[src/rtl/lfsr_rng.sv]
// Configurable Fibonacci/Galois LFSR random source with runtime seed load
// and a req/valid handshake that returns OUT_BITS freshly shifted-out bits.
module lfsr_rng #(
    parameter int unsigned      WIDTH    = 8,
    parameter logic [WIDTH-1:0] SEED     = 8'h6A,
    parameter bit               GALOIS   = 1'b0,
    parameter logic [WIDTH-1:0] FTAPS    = 8'h1D,
    parameter logic [WIDTH-1:0] GTAPS    = 8'hB8,
    parameter int unsigned      OUT_BITS = 4
) (
    input  logic                CLK,
    input  logic                RST,
    input  logic                en,
    input  logic                load,
    input  logic [WIDTH-1:0]    seed_in,
    input  logic                req,
    output logic                busy,
    output logic                valid,
    output logic [OUT_BITS-1:0] rnd,
    output logic [WIDTH-1:0]    state
);

    localparam int unsigned     CW   = $clog2(OUT_BITS + 1);
    localparam logic [CW-1:0]   LAST = CW'(OUT_BITS - 1);

    typedef enum logic {IDLE, DRAW} fsm_t;

    fsm_t                st, st_nxt;
    logic [WIDTH-1:0]    lfsr, lfsr_nxt, stepped, advanced, held;
    logic [CW-1:0]       cnt, cnt_nxt;
    logic [OUT_BITS-1:0] acc, acc_nxt, shifted, rnd_q, rnd_nxt;
    logic                valid_q, valid_nxt;

    always_comb begin
        if (GALOIS)
            stepped = (lfsr >> 1) ^ ({WIDTH{lfsr[0]}} & GTAPS);
        else
            stepped = {^(lfsr & FTAPS), lfsr[WIDTH-1:1]};
    end

    // A zero state is a lock-up point; recover to SEED whether stepping or holding.
    assign advanced = (lfsr == '0) ? SEED : stepped;
    assign held     = (lfsr == '0) ? SEED : lfsr;

    // Bits enter at the MSB so the first collected bit lands in bit 0 after OUT_BITS shifts.
    always_comb begin
        shifted               = acc >> 1;
        shifted[OUT_BITS-1]   = lfsr[0];
    end

    always_comb begin
        st_nxt    = st;
        lfsr_nxt  = held;
        cnt_nxt   = cnt;
        acc_nxt   = acc;
        rnd_nxt   = rnd_q;
        valid_nxt = 1'b0;
        if (load) begin
            lfsr_nxt = (seed_in == '0) ? SEED : seed_in;
            st_nxt   = IDLE;
            cnt_nxt  = '0;
        end else begin
            case (st)
                IDLE: begin
                    if (en)
                        lfsr_nxt = advanced;
                    if (req) begin
                        st_nxt  = DRAW;
                        cnt_nxt = '0;
                    end
                end
                DRAW: begin
                    lfsr_nxt = advanced;
                    acc_nxt  = shifted;
                    if (cnt == LAST) begin
                        rnd_nxt   = shifted;
                        valid_nxt = 1'b1;
                        st_nxt    = IDLE;
                        cnt_nxt   = '0;
                    end else begin
                        cnt_nxt = cnt + 1'b1;
                    end
                end
                default: st_nxt = IDLE;
            endcase
        end
    end

    always_ff @(posedge CLK or posedge RST) begin
        if (RST) begin
            st      <= IDLE;
            lfsr    <= SEED;
            cnt     <= '0;
            acc     <= '0;
            rnd_q   <= '0;
            valid_q <= 1'b0;
        end else begin
            st      <= st_nxt;
            lfsr    <= lfsr_nxt;
            cnt     <= cnt_nxt;
            acc     <= acc_nxt;
            rnd_q   <= rnd_nxt;
            valid_q <= valid_nxt;
        end
    end

    assign busy  = (st == DRAW);
    assign valid = valid_q;
    assign rnd   = rnd_q;
    assign state = lfsr;

endmodule

[config.mk]
export PLATFORM = sky130hd
export DESIGN_NAME = lfsr_rng
export DESIGN_NICKNAME = d
export VERILOG_FILES = /design/src/rtl/lfsr_rng.sv
export SDC_FILE = /design/constraint.sdc
export NUM_CORES = 1
export LEC_CHECK = 0
export CORE_UTILIZATION = 60
export CTS_BUF_LIST = sky130_fd_sc_hd__clkbuf_4
export CTS_CLUSTER_SIZE = 30
export DETAILED_ROUTE_END_ITERATION = 12
export DONT_BUFFER_PORTS = 1
export PLACE_DENSITY = 0.74
export SKIP_LAST_GASP = 1
export SYNTH_ARGS = -nofsm -noshare
export SYNTH_HDL_FRONTEND = slang
export SYNTH_SLANG_ARGS = --single-unit
[constraint.sdc]
create_clock -name CLK -period 2.1 [get_ports CLK]
set_clock_uncertainty 0.05 [all_clocks]
set_input_delay 0.525 -clock CLK [delete_from_list [all_inputs] [get_ports CLK]]
set_output_delay 0.525 -clock CLK [all_outputs]
set_load 0.05 [all_outputs]
# == Word-level counts from Yosys, hierarchy flattened ==
# Cells that the tools add are included.
# word_totals
regBits,21
in_bits,13
elab_cells,34
# classes
addsub,1
eq_ne,3
muxes,17
bitwise_logic,2
reduce_logical,5
# ops
op,count
$mux W8,5
$logic_not A8 Y1,2
$pmux W8 S2,1
$mux W3,3
$reduce_xor A8 Y1,1
$mux W1,6
$pmux W3 S2,1
$ne A4 B4 Y1 const B,1
$add A3 B1 Y3 const B,1
$eq A3 B2 Y1 const B,1
$ne A3 B3 Y1 const B,1
$reduce_and A3 Y1,1
$not A1 Y1,2
$pmux W1 S2,1
$reduce_and A2 Y1,1

# == Logic depth before layout (Yosys ltp) ==
# depth
depth_word,5
ltp_mapped,5
mapped_depth_nobuf,5

# == Worst setup path after synthesis ==
# OpenSTA, ideal clock, no wires.
# synth_timing
kind,input to register
startpoint,input seed_in[0]
endpoint,register lfsr[3] (netlist: state[3])
setup_time_ns,0.081
arrival_time_ns,1.628
slack_ns,0.341
cell_stages,3
path_buffers,0
cell_sequence,or4_4 or4_1 a32oi_1
# synth_between
elab_chain_cells,3
# synth_lines
item,line,source
"start, declared",15,"input logic [WIDTH-1:0] seed_in,"
$logic_not A8 Y1,59,lfsr_nxt = (seed_in == '0) ? SEED : seed_in;
$mux W8,59,
$mux W8,58,if (load) begin
"end signal, assigned",99,lfsr <= lfsr_nxt;
"end, declared",29,"logic [WIDTH-1:0] lfsr, lfsr_nxt, stepped, advanced, held;"
# Every way passes these cells.
# A chain may end at the register's enable or synchronous reset.

# == Final worst setup path ==
# layout_timing
startpoint,register lfsr[3] (netlist: state[3])
endpoint,output state[3]
# layout_rtl
item,line,source
"end, declared",20,output logic [WIDTH-1:0] state
# No word-level cell between the ends.

==> impl_metrics.env <==
export IMPL_cts_setup_buffers=0
export IMPL_coreArea_mm2=0.00154
export IMPL_antenna_cells=0
export IMPL_setup_viol_count_final=0
export IMPL_via_per_inst=6.31
export IMPL_utilization=0.687
export IMPL_wirelength_um=1910
export IMPL_numPortBuffers=0
export IMPL_cts_sink_count=20
export IMPL_final_hold_violation_count=0
export IMPL_path_max_fanout=3
export IMPL_placed_cells_incl_taps=114
export IMPL_ant_nets=0
export IMPL_worst_setup_path_start_kind="flip-flop"
export IMPL_fmax_ghz=0.609
export IMPL_multi_input_gate_area_in_the_final_layout_um2=432
export IMPL_report_final_slew_viol_count=0
export IMPL_cts_tree="done"
export IMPL_clock_tree_buffer_depth=2
export IMPL_critical_path_required_ns=1.52
export IMPL_cts_root_buffer="sky130_fd_sc_hd__clkbuf_4"
export IMPL_finalWeightedCongestion=0.832
export IMPL_placement_rows=14
export IMPL_cts_htree_levels=1
export IMPL_synthesis_nets=111
export IMPL_flip_flop_and_latch_count_after_synthesis=20
export IMPL_highest_delay_cell_along_the_critical_path="sky130_fd_sc_hd__dfstp_2"
export IMPL_final_net_count=118
export IMPL_synthesis_instances=96
export IMPL_fin_setup_tns_ns=0
export IMPL_slew_headroom=0.497
export IMPL_leakagePower_uw=0.000489
export IMPL_postSynth_asyncResetShare=1.00
export IMPL_post_drt_wl_per_cell_um=16.2
export IMPL_final_critical_path_share_of_the_clock_period=0.782
export IMPL_first_iter_violations=22
export IMPL_instances_no_fill=118
export IMPL_path_cells="buf_4"
export IMPL_ctsResizeCount=0
export IMPL_synth_sequential_area_ratio=0.503
export IMPL_hp_class="in -> async"
export IMPL_timing_final_crit_period_ns=1.64
export IMPL_drt_drc_violations_left=0
export IMPL_design_power_total_uw=870
export IMPL_power_density_mw_per_mm2=822
export IMPL_synth_edf_count=0
export IMPL_rrSetupSlack_ns=0.47
export IMPL_ys_warn_count=0
export IMPL_grt_max_degree=21
export IMPL_floorplan_io_pins=27
export IMPL_die_area_mm2=0.00184
export IMPL_grt_overflow_total=0
export IMPL_vias=745
export IMPL_dpl_hpwl_um=1410
export IMPL_first_pass_iters=4
export IMPL_clk_transition_reported_paths_ns=0.11
export IMPL_worstPathBufferInverterCount=1
export IMPL_die_x_um=42.9
export IMPL_netlist_area_mm2=0.00100
export IMPL_post_cts_hold_buffer_count=0
export IMPL_first_global_vias=702
export IMPL_floorplan_initialDensity=0.652
export IMPL_grtUsageTotal=0.233
export IMPL_yosys_most_used_dff="sky130_fd_sc_hd__dfrtp_1"
export IMPL_seq_cell_area_um2=505
export IMPL_syn_area_per_cell_um2=10.5
export IMPL_grt_pass1_wl_um=3110
export IMPL_pin_slew_with_the_least_headroom_to_its_limit_ns=0.754
export IMPL_cts_buffers_inserted=3
export IMPL_layout_drive_gt1_share=0.206
export IMPL_area_delta_synth_final_pct=5.36
export IMPL_filler_cell_count=134
export IMPL_clk_insertion_delay_late_ns=0.31
export IMPL_run_status="finished, final reports clean"
export IMPL_slowest_delay_ns=0.55
export IMPL_hold_slack_ns=0.167
export IMPL_synth_area_leader_cell="sky130_fd_sc_hd__dfrtp_1"
export IMPL_synth_cell_type_count=30
export IMPL_path_class="reg -> out"
export IMPL_yosys_area_top_type_share=0.399
export IMPL_grt_antenna_before_repair=0
export IMPL_rsz0062_at_grt="false"
export IMPL_ys_top_cells_by_area="sky130_fd_sc_hd__dfrtp_1 (40%), sky130_fd_sc_hd__dfstp_2 (10%), sky130_fd_sc_hd__nand2_1 (5.2%), sky130_fd_sc_hd__mux2_2 (4.5%), sky130_fd_sc_hd__buf_6 (3.4%)"
export IMPL_worst_endpoint_arrival_ns=1.07
export IMPL_critPathTopFamily="flip-flops"
export IMPL_cap_violations=0
export IMPL_setup_worst_path_end_class="output pin"
export IMPL_fp_dieH_um=42.9
export IMPL_vdd_drop_max_mv=0.414
==> path summary, 6_finish.rpt <==
kind,start,end,cells past startpoint
hold reg to reg,acc[1]$_DFFE_PP0P_,acc[1]$_DFFE_PP0P_,2
hold / removal,RST,state[2]$_DFFE_PP0P_,1
max in group asynchronous,RST,acc[2]$_DFFE_PP0P_,1
min in group CLK,load,busy$_DFF_PP0_,1
setup reg to reg,state[2]$_DFFE_PP0P_,state[7]$_DFFE_PP0P_,5
setup / recovery,state[3]$_DFFE_PP1P_,state[3],1
==> flip-flops by register name (all words and copies together) (netlist names) <==
| name | count |
|---|---|
| acc | 3 |
| rnd | 4 |
| busy | 1 |
| state | 8 |
| valid | 1 |
| cnt | 3 |
==> routing by layer <==
layer  part of all wire  GRT usage  up-vias
met4              0.017      0.125        0
met5                  0          0        -
li1                   -          -      355
met2               0.46      0.327       34
met3              0.080     0.0681        2
met1               0.44      0.324      354
==> area by class of cell <==
cell class,instances,share of cell area
clock buffer,3,0.0213
clock inverter,1,0.00355
inverter,8,0.0284
multi-input combinational,64,0.408
sequential,20,0.478
tap,16,0.0189
timing repair buffer,6,0.0426
==> cells in the final DEF (no fill, tap or decap), types with 2 or more instances in the layout <==
cell,n
sky130_fd_sc_hd__or4_1,3
sky130_fd_sc_hd__a32oi_1,3
sky130_fd_sc_hd__mux2_2,4
sky130_fd_sc_hd__mux2i_1,3
sky130_fd_sc_hd__o21ai_0,6
sky130_fd_sc_hd__xnor2_1,2
sky130_fd_sc_hd__inv_1,8
sky130_fd_sc_hd__nand2b_1,3
sky130_fd_sc_hd__buf_4,6
sky130_fd_sc_hd__nor2b_1,2
sky130_fd_sc_hd__nand2_1,14
sky130_fd_sc_hd__a22oi_1,2
sky130_fd_sc_hd__nor3_1,3
sky130_fd_sc_hd__dfstp_2,4
sky130_fd_sc_hd__clkbuf_4,3
sky130_fd_sc_hd__dfrtp_1,16
sky130_fd_sc_hd__nor2_1,3
sky130_fd_sc_hd__a21oi_1,3
sky130_fd_sc_hd__ha_1,2
==> report_power, final <==
part	switching (uW)	total [uW]	internal [uW]
Combinational	122	190	68.3
Clock	120	190	69.5
Sequential	59.6	490	430
Total	302	870	568
==> cell usage after synthesis (2+ instances only) <==
| master | number |
|---|---|
| sky130_fd_sc_hd__inv_1 | 8 |
| sky130_fd_sc_hd__nand2_1 | 14 |
| sky130_fd_sc_hd__nand2b_1 | 3 |
| sky130_fd_sc_hd__nor2b_1 | 2 |
| sky130_fd_sc_hd__mux2i_1 | 3 |
| sky130_fd_sc_hd__o21ai_0 | 6 |
| sky130_fd_sc_hd__ha_1 | 2 |
| sky130_fd_sc_hd__dfstp_2 | 4 |
| sky130_fd_sc_hd__or4_1 | 3 |
| sky130_fd_sc_hd__a32oi_1 | 3 |
| sky130_fd_sc_hd__nor3_1 | 3 |
| sky130_fd_sc_hd__nor2_1 | 3 |
| sky130_fd_sc_hd__a22oi_1 | 2 |
| sky130_fd_sc_hd__a21oi_1 | 3 |
| sky130_fd_sc_hd__dfrtp_1 | 16 |
| sky130_fd_sc_hd__mux2_2 | 4 |
| sky130_fd_sc_hd__xnor2_1 | 2 |
| sky130_fd_sc_hd__buf_6 | 3 |
==> worst reg2reg max path: stages (launching register included) <==
cell and delay, ns:
sky130_fd_sc_hd__dfrtp_1 0.40, sky130_fd_sc_hd__inv_1 0.08, sky130_fd_sc_hd__ha_1 0.14, sky130_fd_sc_hd__nor4b_1 0.36, sky130_fd_sc_hd__a21oi_1 0.24, sky130_fd_sc_hd__a31o_2 0.28
==> metrics by stage <==
step	cell area, um2	setup WS (ns)
after floorplan	1000	0.341
after global placement	1030	0.310
after detailed placement	1030	0.255
after CTS	1060	0.449
after global routing	1060	0.307
final	1060	0.459
==> kinds of logic after synthesis <==
group / synth area share
compound gates: 0.139
xor+xnor: 0.0174
fa+ha+maj: 0.0249
buf+inv: 0.0672
flops: 0.503
mux: 0.0747
simple gates: 0.173
(Power assumes the default switching activity.)
